`src/rtl/flush_redirect_ctrl.sv`:
```
// ---------------------------------------------------------------------------
// flush_redirect_ctrl
//
// Central flush / fetch-redirect controller for the 5-stage LoongArch core.
// Chooses between two redirect sources: a WB event (exception, ertn, or a
// qualified refetch), which always wins, and an EX taken branch. It also
// produces the per-stage flush pulses and holds the redirect PC until IF
// takes it. A count of outstanding instruction requests is kept so that
// responses to requests issued before a flush are marked for IF to drop.
//
// Ports:
//   clk, reset            clock, asynchronous active-high reset
//   wb_ex, ertn_flush     WB exception / ertn
//   wb_refetch_flush      WB refetch request, qualified by wb_valid_i
//   wb_valid_i            WB stage valid
//   wb_flush_entry        WB redirect target
//   br_taken, br_target   EX taken branch and its target
//   inst_req_fire         IF request accepted this cycle
//   inst_data_ok          instruction response returned this cycle
//   redirect_ready        IF consumes the redirect this cycle
//   flush_all             flush IF/ID/EX/MEM (combinational)
//   flush_front           flush IF/ID only (combinational)
//   redirect_valid        redirect_pc is valid
//   redirect_pc           redirect target for IF
//   req_allow             IF may issue a new request
//   data_discard          current inst_data_ok must be dropped by IF
//   dbg_state_o           1 while a redirect is pending
//   dbg_oc_o, dbg_dc_o    outstanding / discard counters
//
// Handshake: the redirect is a valid/ready pair. Once redirect_valid rises,
// redirect_pc stays stable until a cycle with redirect_ready=1, unless a new
// flush event replaces it (the new event always wins over the handshake).
// ---------------------------------------------------------------------------
module flush_redirect_ctrl #(
  parameter int MAX_OUT = 2,
  parameter int OC_W    = 2
) (
  input  logic            clk,
  input  logic            reset,
  input  logic            wb_ex,
  input  logic            ertn_flush,
  input  logic            wb_refetch_flush,
  input  logic            wb_valid_i,
  input  logic [31:0]     wb_flush_entry,
  input  logic            br_taken,
  input  logic [31:0]     br_target,
  input  logic            inst_req_fire,
  input  logic            inst_data_ok,
  input  logic            redirect_ready,
  output logic            flush_all,
  output logic            flush_front,
  output logic            redirect_valid,
  output logic [31:0]     redirect_pc,
  output logic            req_allow,
  output logic            data_discard,
  output logic            dbg_state_o,
  output logic [OC_W-1:0] dbg_oc_o,
  output logic [OC_W-1:0] dbg_dc_o
);

  typedef enum logic {
    IDLE = 1'b0,
    PEND = 1'b1
  } state_e;

  localparam logic [OC_W-1:0] MAX_C = OC_W'(MAX_OUT);
  localparam logic [OC_W-1:0] ONE_C = OC_W'(1);

  state_e          state_q, state_d;
  logic            pend_wb_q, pend_wb_d;
  logic [31:0]     pc_q, pc_d;
  logic [OC_W-1:0] oc_q, oc_d;
  logic [OC_W-1:0] dc_q, dc_d;

  logic wb_evt;
  logic br_evt;
  logic flush_evt;
  logic ok_eff;
  logic fire_eff;

  always_comb begin
    wb_evt    = wb_ex | ertn_flush | (wb_refetch_flush & wb_valid_i);
    // A branch behind a pending WB redirect is younger than the flushed
    // instruction and must not override it.
    br_evt    = br_taken & ~wb_evt & ~((state_q == PEND) & pend_wb_q);
    flush_evt = wb_evt | br_evt;

    // data_ok with nothing outstanding is ignored; a fire at the limit only
    // counts when a response frees a slot in the same cycle (no wrap).
    ok_eff   = inst_data_ok & (oc_q != '0);
    fire_eff = inst_req_fire & ((oc_q != MAX_C) | ok_eff);
  end

  // Redirect FSM next state
  always_comb begin
    state_d   = state_q;
    pend_wb_d = pend_wb_q;
    pc_d      = pc_q;
    if (wb_evt) begin
      state_d   = PEND;
      pend_wb_d = 1'b1;
      pc_d      = wb_flush_entry;
    end else if (br_evt) begin
      state_d   = PEND;
      pend_wb_d = 1'b0;
      pc_d      = br_target;
    end else if ((state_q == PEND) && redirect_ready) begin
      state_d   = IDLE;
      pend_wb_d = 1'b0;
    end
  end

  // Outstanding and discard counters
  always_comb begin
    oc_d = oc_q;
    if (fire_eff && !ok_eff) begin
      oc_d = oc_q + ONE_C;
    end else if (!fire_eff && ok_eff) begin
      oc_d = oc_q - ONE_C;
    end

    dc_d = dc_q;
    if (flush_evt) begin
      // Everything still in flight after this cycle belongs to the old path;
      // this cycle's data_ok has already been removed from oc_d.
      dc_d = oc_d;
    end else if (inst_data_ok && (dc_q != '0)) begin
      dc_d = dc_q - ONE_C;
    end
  end

  always_ff @(posedge clk or posedge reset) begin
    if (reset) begin
      state_q   <= IDLE;
      pend_wb_q <= 1'b0;
      pc_q      <= 32'h0;
      oc_q      <= '0;
      dc_q      <= '0;
    end else begin
      state_q   <= state_d;
      pend_wb_q <= pend_wb_d;
      pc_q      <= pc_d;
      oc_q      <= oc_d;
      dc_q      <= dc_d;
    end
  end

  // Combinational outputs are forced low while reset is held.
  always_comb begin
    flush_all      = wb_evt & ~reset;
    flush_front    = br_evt & ~reset;
    redirect_valid = (state_q == PEND);
    redirect_pc    = pc_q;
    req_allow      = (oc_q < MAX_C) & ~flush_evt & ~reset;
    data_discard   = (dc_q != '0) & inst_data_ok & ~reset;
    dbg_state_o    = (state_q == PEND);
    dbg_oc_o       = oc_q;
    dbg_dc_o       = dc_q;
  end

endmodule

```
`config.mk`:
```
export PLATFORM = sky130hd
export DESIGN_NAME = flush_redirect_ctrl
export DESIGN_NICKNAME = d
export VERILOG_FILES = /design/src/rtl/flush_redirect_ctrl.sv
export SDC_FILE = /design/constraint.sdc
export NUM_CORES = 1
export LEC_CHECK = 0
export BUFFER_PORTS_ARGS = -buffer_cell sky130_fd_sc_hd__buf_2
export CELL_PAD_IN_SITES_DETAIL_PLACEMENT = 2
export CELL_PAD_IN_SITES_GLOBAL_PLACEMENT = 2
export CORE_AREA = 2 2 89 91
export DETAILED_ROUTE_END_ITERATION = 7
export DIE_AREA = 0 0 91 93
export GPL_TIMING_DRIVEN = 0
export PLACE_DENSITY_LB_ADDON = 0.1
export SLEW_MARGIN = 10
export SYNTH_ARGS = -nofsm -noshare
export SYNTH_HDL_FRONTEND = slang
export SYNTH_SLANG_ARGS = --single-unit
export TNS_END_PERCENT = 10
```
`constraint.sdc`:
```
create_clock -name clk -period 2.4 [get_ports clk]
set_input_delay 0.24 -clock clk [delete_from_list [all_inputs] [get_ports clk]]
set_output_delay 0.24 -clock clk [all_outputs]
set_load 0.03 [all_outputs]
```
======== Word level (Yosys, flattened, before mapping) ========
Cells that the tools add are included.
storage, ports and cells
  register bits after elaboration ......... 38
  input port bits ......................... 74
  output and inout bits ................... 42
  word-level logic and storage cells ...... 52
operators by class
  $add $sub $neg .......................... 3
  order comparisons ....................... 1
  eq/ne operators ......................... 1
  mux-type cells .......................... 11
  bitwise logic cells ..................... 20
  reduce and logical (&&, ||, !) cells .... 11
operators with widths
  cell                 number
  $mux 32              2
  $and 1x1->1          12
  $mux 2               4
  $reduce_bool 2->1    4
  $mux 1               5
  $logic_and 1x1->1    4
  $not 1->1            4
  $or 1x1->1           4
  $sub 2x1->2 const B  2
  $reduce_bool 3->1    1
  $add 2x1->2 const B  1
  $logic_not 1->1      2
  $lt 2x2->1 const B   1
  $ne 2x2->1 const B   1

======== Longest topological paths before layout ========
  word-level depth ........................ 9
  gate-level depth with buffers ........... 6
  mapped depth without buffers ............ 6

======== Worst setup path before layout ========
Ideal clock, no wire load.
  kind .................................... reg-to-output
  start ................................... register state_q (netlist: dbg_state_o)
  end ..................................... output req_allow
  arrival time ............................ 1.711 ns
  required time ........................... 2.160 ns
  path slack .............................. 0.449 ns
  cell stages (with the launch flop) ...... 5
  path buffers ............................ 1
  cells stage by stage .................... dfrtp_1 > a21boi_1 > buf_4 > nand2b_2 > nor3_1
between the ends
  word-level cells in the longest chain between the ends .. 7
RTL lines
  what                       line  source
  from (decl)                69    state_e state_q, state_d;
  from (signal assigned)     140   state_q <= state_d;
  $and 1x1->1                85    br_evt = br_taken & ~wb_evt & ~((state_q == PEND) & pend_wb_q);
  $not 1->1                  85
  $and 1x1->1                85
  $or 1x1->1                 86    flush_evt = wb_evt | br_evt;
  $not 1->1                  154   req_allow = (oc_q < MAX_C) & ~flush_evt & ~reset;
  $and 1x1->1 (2 in series)  154
  to (decl)                  54    output logic req_allow,
No other way between the ends.

======== Worst setup path in the final report ========
Same ends and word-level chain as after synthesis.

==> impl_summary.log <==
INFO  metric outcome = finished, violations left
INFO  metric failing_checks = hold timing
INFO  metric ys_warn_count = 0
INFO  metric clk-insertion-delay-late = approximately 0.29 ns
INFO  metric synthesis.area = about 1900 µm²
INFO  metric post-route-drc-count = 0
INFO  metric synth_cells = 180
INFO  metric finish.utilization = between 30% and 40%
INFO  metric aggregate_global_route_resource_usage = approximately 15%
INFO  metric footprint_of_the_multi_input_gates = 820 µm²
INFO  metric vias = around 1,800
INFO  metric route.detailed.wl_per_inst = roughly 15 µm
INFO  metric vdd_ir_drop_max = between 200 and 250 µV
INFO  metric antennaDiodeCount = 0
INFO  metric timing.setup.critical_path_class = flop to output port
INFO  metric cts_hold_repair.buffers = 0
INFO  metric final-setup-viol-count = 0
INFO  metric critPathCaptureType = output port
INFO  metric cts-buffers-inserted = 5
INFO  metric placement.setup.worst_slack = 0.668 ns
INFO  metric hold_viol = 10
INFO  metric critPathTopFamily = simple AND/OR/NAND/NOR gates
INFO  metric number_of_drc_violations_after_detailed_routing_iteration_0 = 26
INFO  metric final_cell_area = 2710 µm²
INFO  metric critical_path.max_fanout = 8
INFO  metric fillers = 914
INFO  metric rsz0062_at_grt = no
INFO  metric die_area = 8460 µm²
INFO  metric total_overflow_reported_by_the_global_router = 0
INFO  metric finalPower = slightly below 2 mW
INFO  metric max_freq = 0.528 GHz
INFO  metric maxCapViolCount = 0
INFO  metric synthesis.nets = around 260
INFO  metric ratio_of_total_power_to_cell_area = 723 nW/µm²
INFO  metric slowest_stage = sky130_fd_sc_hd__dfrtp_1
INFO  metric worst_r2r_endpoint = dbg_dc_o[0]$_DFFE_PP0P_
INFO  metric cts-root-to-sink-buffers = 2
INFO  metric timing.clock.skew = 0.00490 ns
INFO  metric layout_common_cells = sky130_fd_sc_hd__buf_2, sky130_fd_sc_hd__dfrtp_1, sky130_fd_sc_hd__mux2i_1, sky130_fd_sc_hd__nor2_1, sky130_fd_sc_hd__a21oi_1
INFO  metric grt_start_max_net_pins = 22
INFO  metric storage_cell_area = roughly 950 µm²
INFO  metric flop2flop_setup_slack = ~0.86 ns
INFO  metric post_cts_buffers = 0
INFO  metric std_cell_rows = 32
INFO  metric critPathLaunch = dbg_state_o$_DFFE_PP0P_
INFO  metric hpwl_after_detailed_placement = about 4700 µm
INFO  metric final_net_count = 380
INFO  metric timing.critical_path.required = roughly 2.2 ns
INFO  metric critical_path_depth = 5
INFO  metric synth.yosys.seq_area_share = 50.4%
INFO  metric synth_compound_gate_area_share = 10.7%
INFO  metric drive_gt1_share = 46.1%
INFO  metric clock_tree.root_cell = sky130_fd_sc_hd__clkbuf_8
INFO  metric die_h = approximately 93 µm
INFO  metric worstSetupStartpointType = flop
INFO  metric synth_adder_area_share = approximately 2.0%
INFO  metric grt_antenna_before_repair = 0
INFO  metric place.gp.congestion = ~0.67
INFO  metric timing.final.ws_setup = 0.507 ns
INFO  metric drv_slew = 0
INFO  metric synth_area_per_cell = ~10 µm²
INFO  metric ys_ff_latch = 38
INFO  metric r2r_cells = 6
INFO  metric die-width = ~91 µm
INFO  metric core_area = roughly 7500 µm²
INFO  metric slew_headroom = approximately 70%
INFO  metric synth-xor-area-share = less than 1%
INFO  metric mostFrequentLayoutCell = sky130_fd_sc_hd__buf_2
INFO  metric yosys-mux-area-fraction = roughly 20%
INFO  metric htree_levels = 2
INFO  metric numClockSinks = 38
INFO  metric final.setup.tns = 0 ns
INFO  metric dp_cells = 398
INFO  metric holdCritPathClass = primary input to async pin
INFO  metric worst-path-buf-inv = 2
INFO  metric first_pass_grt_wire_length = 9750 µm
INFO  metric crit_chain = a21boi_1 -> buf_4 -> nand2b_2 -> nor3_1 -> buf_2
INFO  metric timing.final.crit_share = roughly 79%
INFO  metric layout.cells.non_filler = about 410
INFO  metric ys_types = 21
INFO  metric finalCriticalPeriod = roughly 1.9 ns
INFO  metric timing_worst_slew_pin_value = approximately 0.47 ns
INFO  metric initial_utilization = roughly 25%
INFO  metric whs = -0.00424 ns
INFO  metric postcts_resize_cnt = 0
INFO  metric crit_end = req_allow
INFO  metric detail_route.first_pass.iterations = 2
INFO  metric vias_per_cell = 4.41
INFO  metric drtAntennaViolNets = 0
INFO  metric num_io_pins = 116
INFO  metric crit_path_max_incr_delay = roughly 0.41 ns
INFO  metric dominant_combinational_cell_family_by_area_after_synthesis = multiplexers
INFO  metric tritoncts = yes
INFO  metric timing.rr.start = dbg_oc_o[1]$_DFF_PP0_
INFO  metric synthSimpleGateAreaFrac = under 10%
INFO  metric cts.reportedPaths.clkPinSlew = approximately 0.07 ns
INFO  metric io_buffer_count = 115
INFO  metric static-leakage-power = roughly 1.3 nW
INFO  metric grt_pass1_vias = between 1,500 and 2,000
INFO  metric critical_path_arrival = ~1.7 ns
INFO  metric area.growth.synth_to_final = 43.6%
INFO  metric postPlaceCellArea = approximately 2600 µm²
INFO  metric route.final.wire_length = ~6100 µm
cell usage after synthesis (all sizes together):
master  number  share of area (%)
a21o         1               0.40
nand2        3               0.60
a21boi       1               0.40
dfrtp       38                 50
mux2         2                1.6
buf         12                5.0
nand2b       4                1.5
ha           3                2.0
mux2i       35                 19
nor2        35                7.0
xnor2        2               0.93
a21oi       33                8.8
a211oi       1               0.66
o21ai        2               0.53
and3         1               0.33
nor3         1               0.26
inv          6                1.2
worst register-to-register path, delay by kind of cell (launching register included):
| family | cells | cell delay [ns] |
|---|---|---|
| muxes | 2 | 0.46 |
| DFF | 1 | 0.43 |
| and+or+nand+nor | 1 | 0.19 |
| adders and majority gates | 1 | 0.17 |
| xor gates and xnor gates | 1 | 0.12 |
| buffers and inverters | 1 | 0.06 |
kinds of logic after synthesis:
| group | after synthesis |
|---|---|
| DFF | 38 |
| AOI/OAI and AO/OA | 38 |
| xor gates and xnor gates | 2 |
| and+or+nand+nor | 44 |
| muxes | 37 |
| buffers and inverters | 18 |
| adders and majority gates | 3 |
where the power goes:
| part | total [mW] | internal (mW) | switching [mW] |
|---|---|---|---|
| registers | 0.783 | 0.726 | 0.0571 |
| logic | 0.713 | 0.287 | 0.426 |
| clock network | 0.463 | 0.232 | 0.231 |
| total | 1.96 | 1.25 | 0.714 |
routing by layer:
layer / up-vias / GRT usage (%) / wire, µm
li1: 849 / - / -
met1: 873 / 18.1 / 2560
met2: 62 / 24.8 / 3050
met3: 5 / 4.35 / 388
met4: 0 / 3.79 / 63
met5: - / 0 / 0
layout make-up:
class / count / area share, %
multi-input cells: 124 / 30.3
flip-flops and latches: 38 / 35.1
repair buffers: 116 / 22.3
plain buffers: 12 / 3.46
clock inverters: 1 / 0.185
clock buffers: 7 / 3.19
inverters: 6 / 0.831
well taps: 102 / 4.71
how the worst min path moves through the flow:
stage,from,end,slack (ns),cells after the start
3_3_place_gp,wb_flush_entry[29],redirect_pc[29]$_DFFE_PP0P_,0.48,3
3_5_place_dp,reset,dbg_oc_o[1]$_DFF_PP0_,0.32,2
2_1_floorplan,wb_flush_entry[0],redirect_pc[0]$_DFFE_PP0P_,0.40,2
5_1_grt,reset,dbg_oc_o[1]$_DFF_PP0_,0.02,2
6_report,reset,dbg_dc_o[0]$_DFFE_PP0P_,-0.004,2
4_1_cts,reset,dbg_oc_o[1]$_DFF_PP0_,0.006,2
registers in the layout, summed over array words and instances, names as in the netlist:
| register | cells |
|---|---|
| dbg_oc_o | 2 |
| redirect_pc | 32 |
| dbg_dc_o | 2 |
| pend_wb_q | 1 |
| dbg_state_o | 1 |
Power figures use the tool's default switching activity.
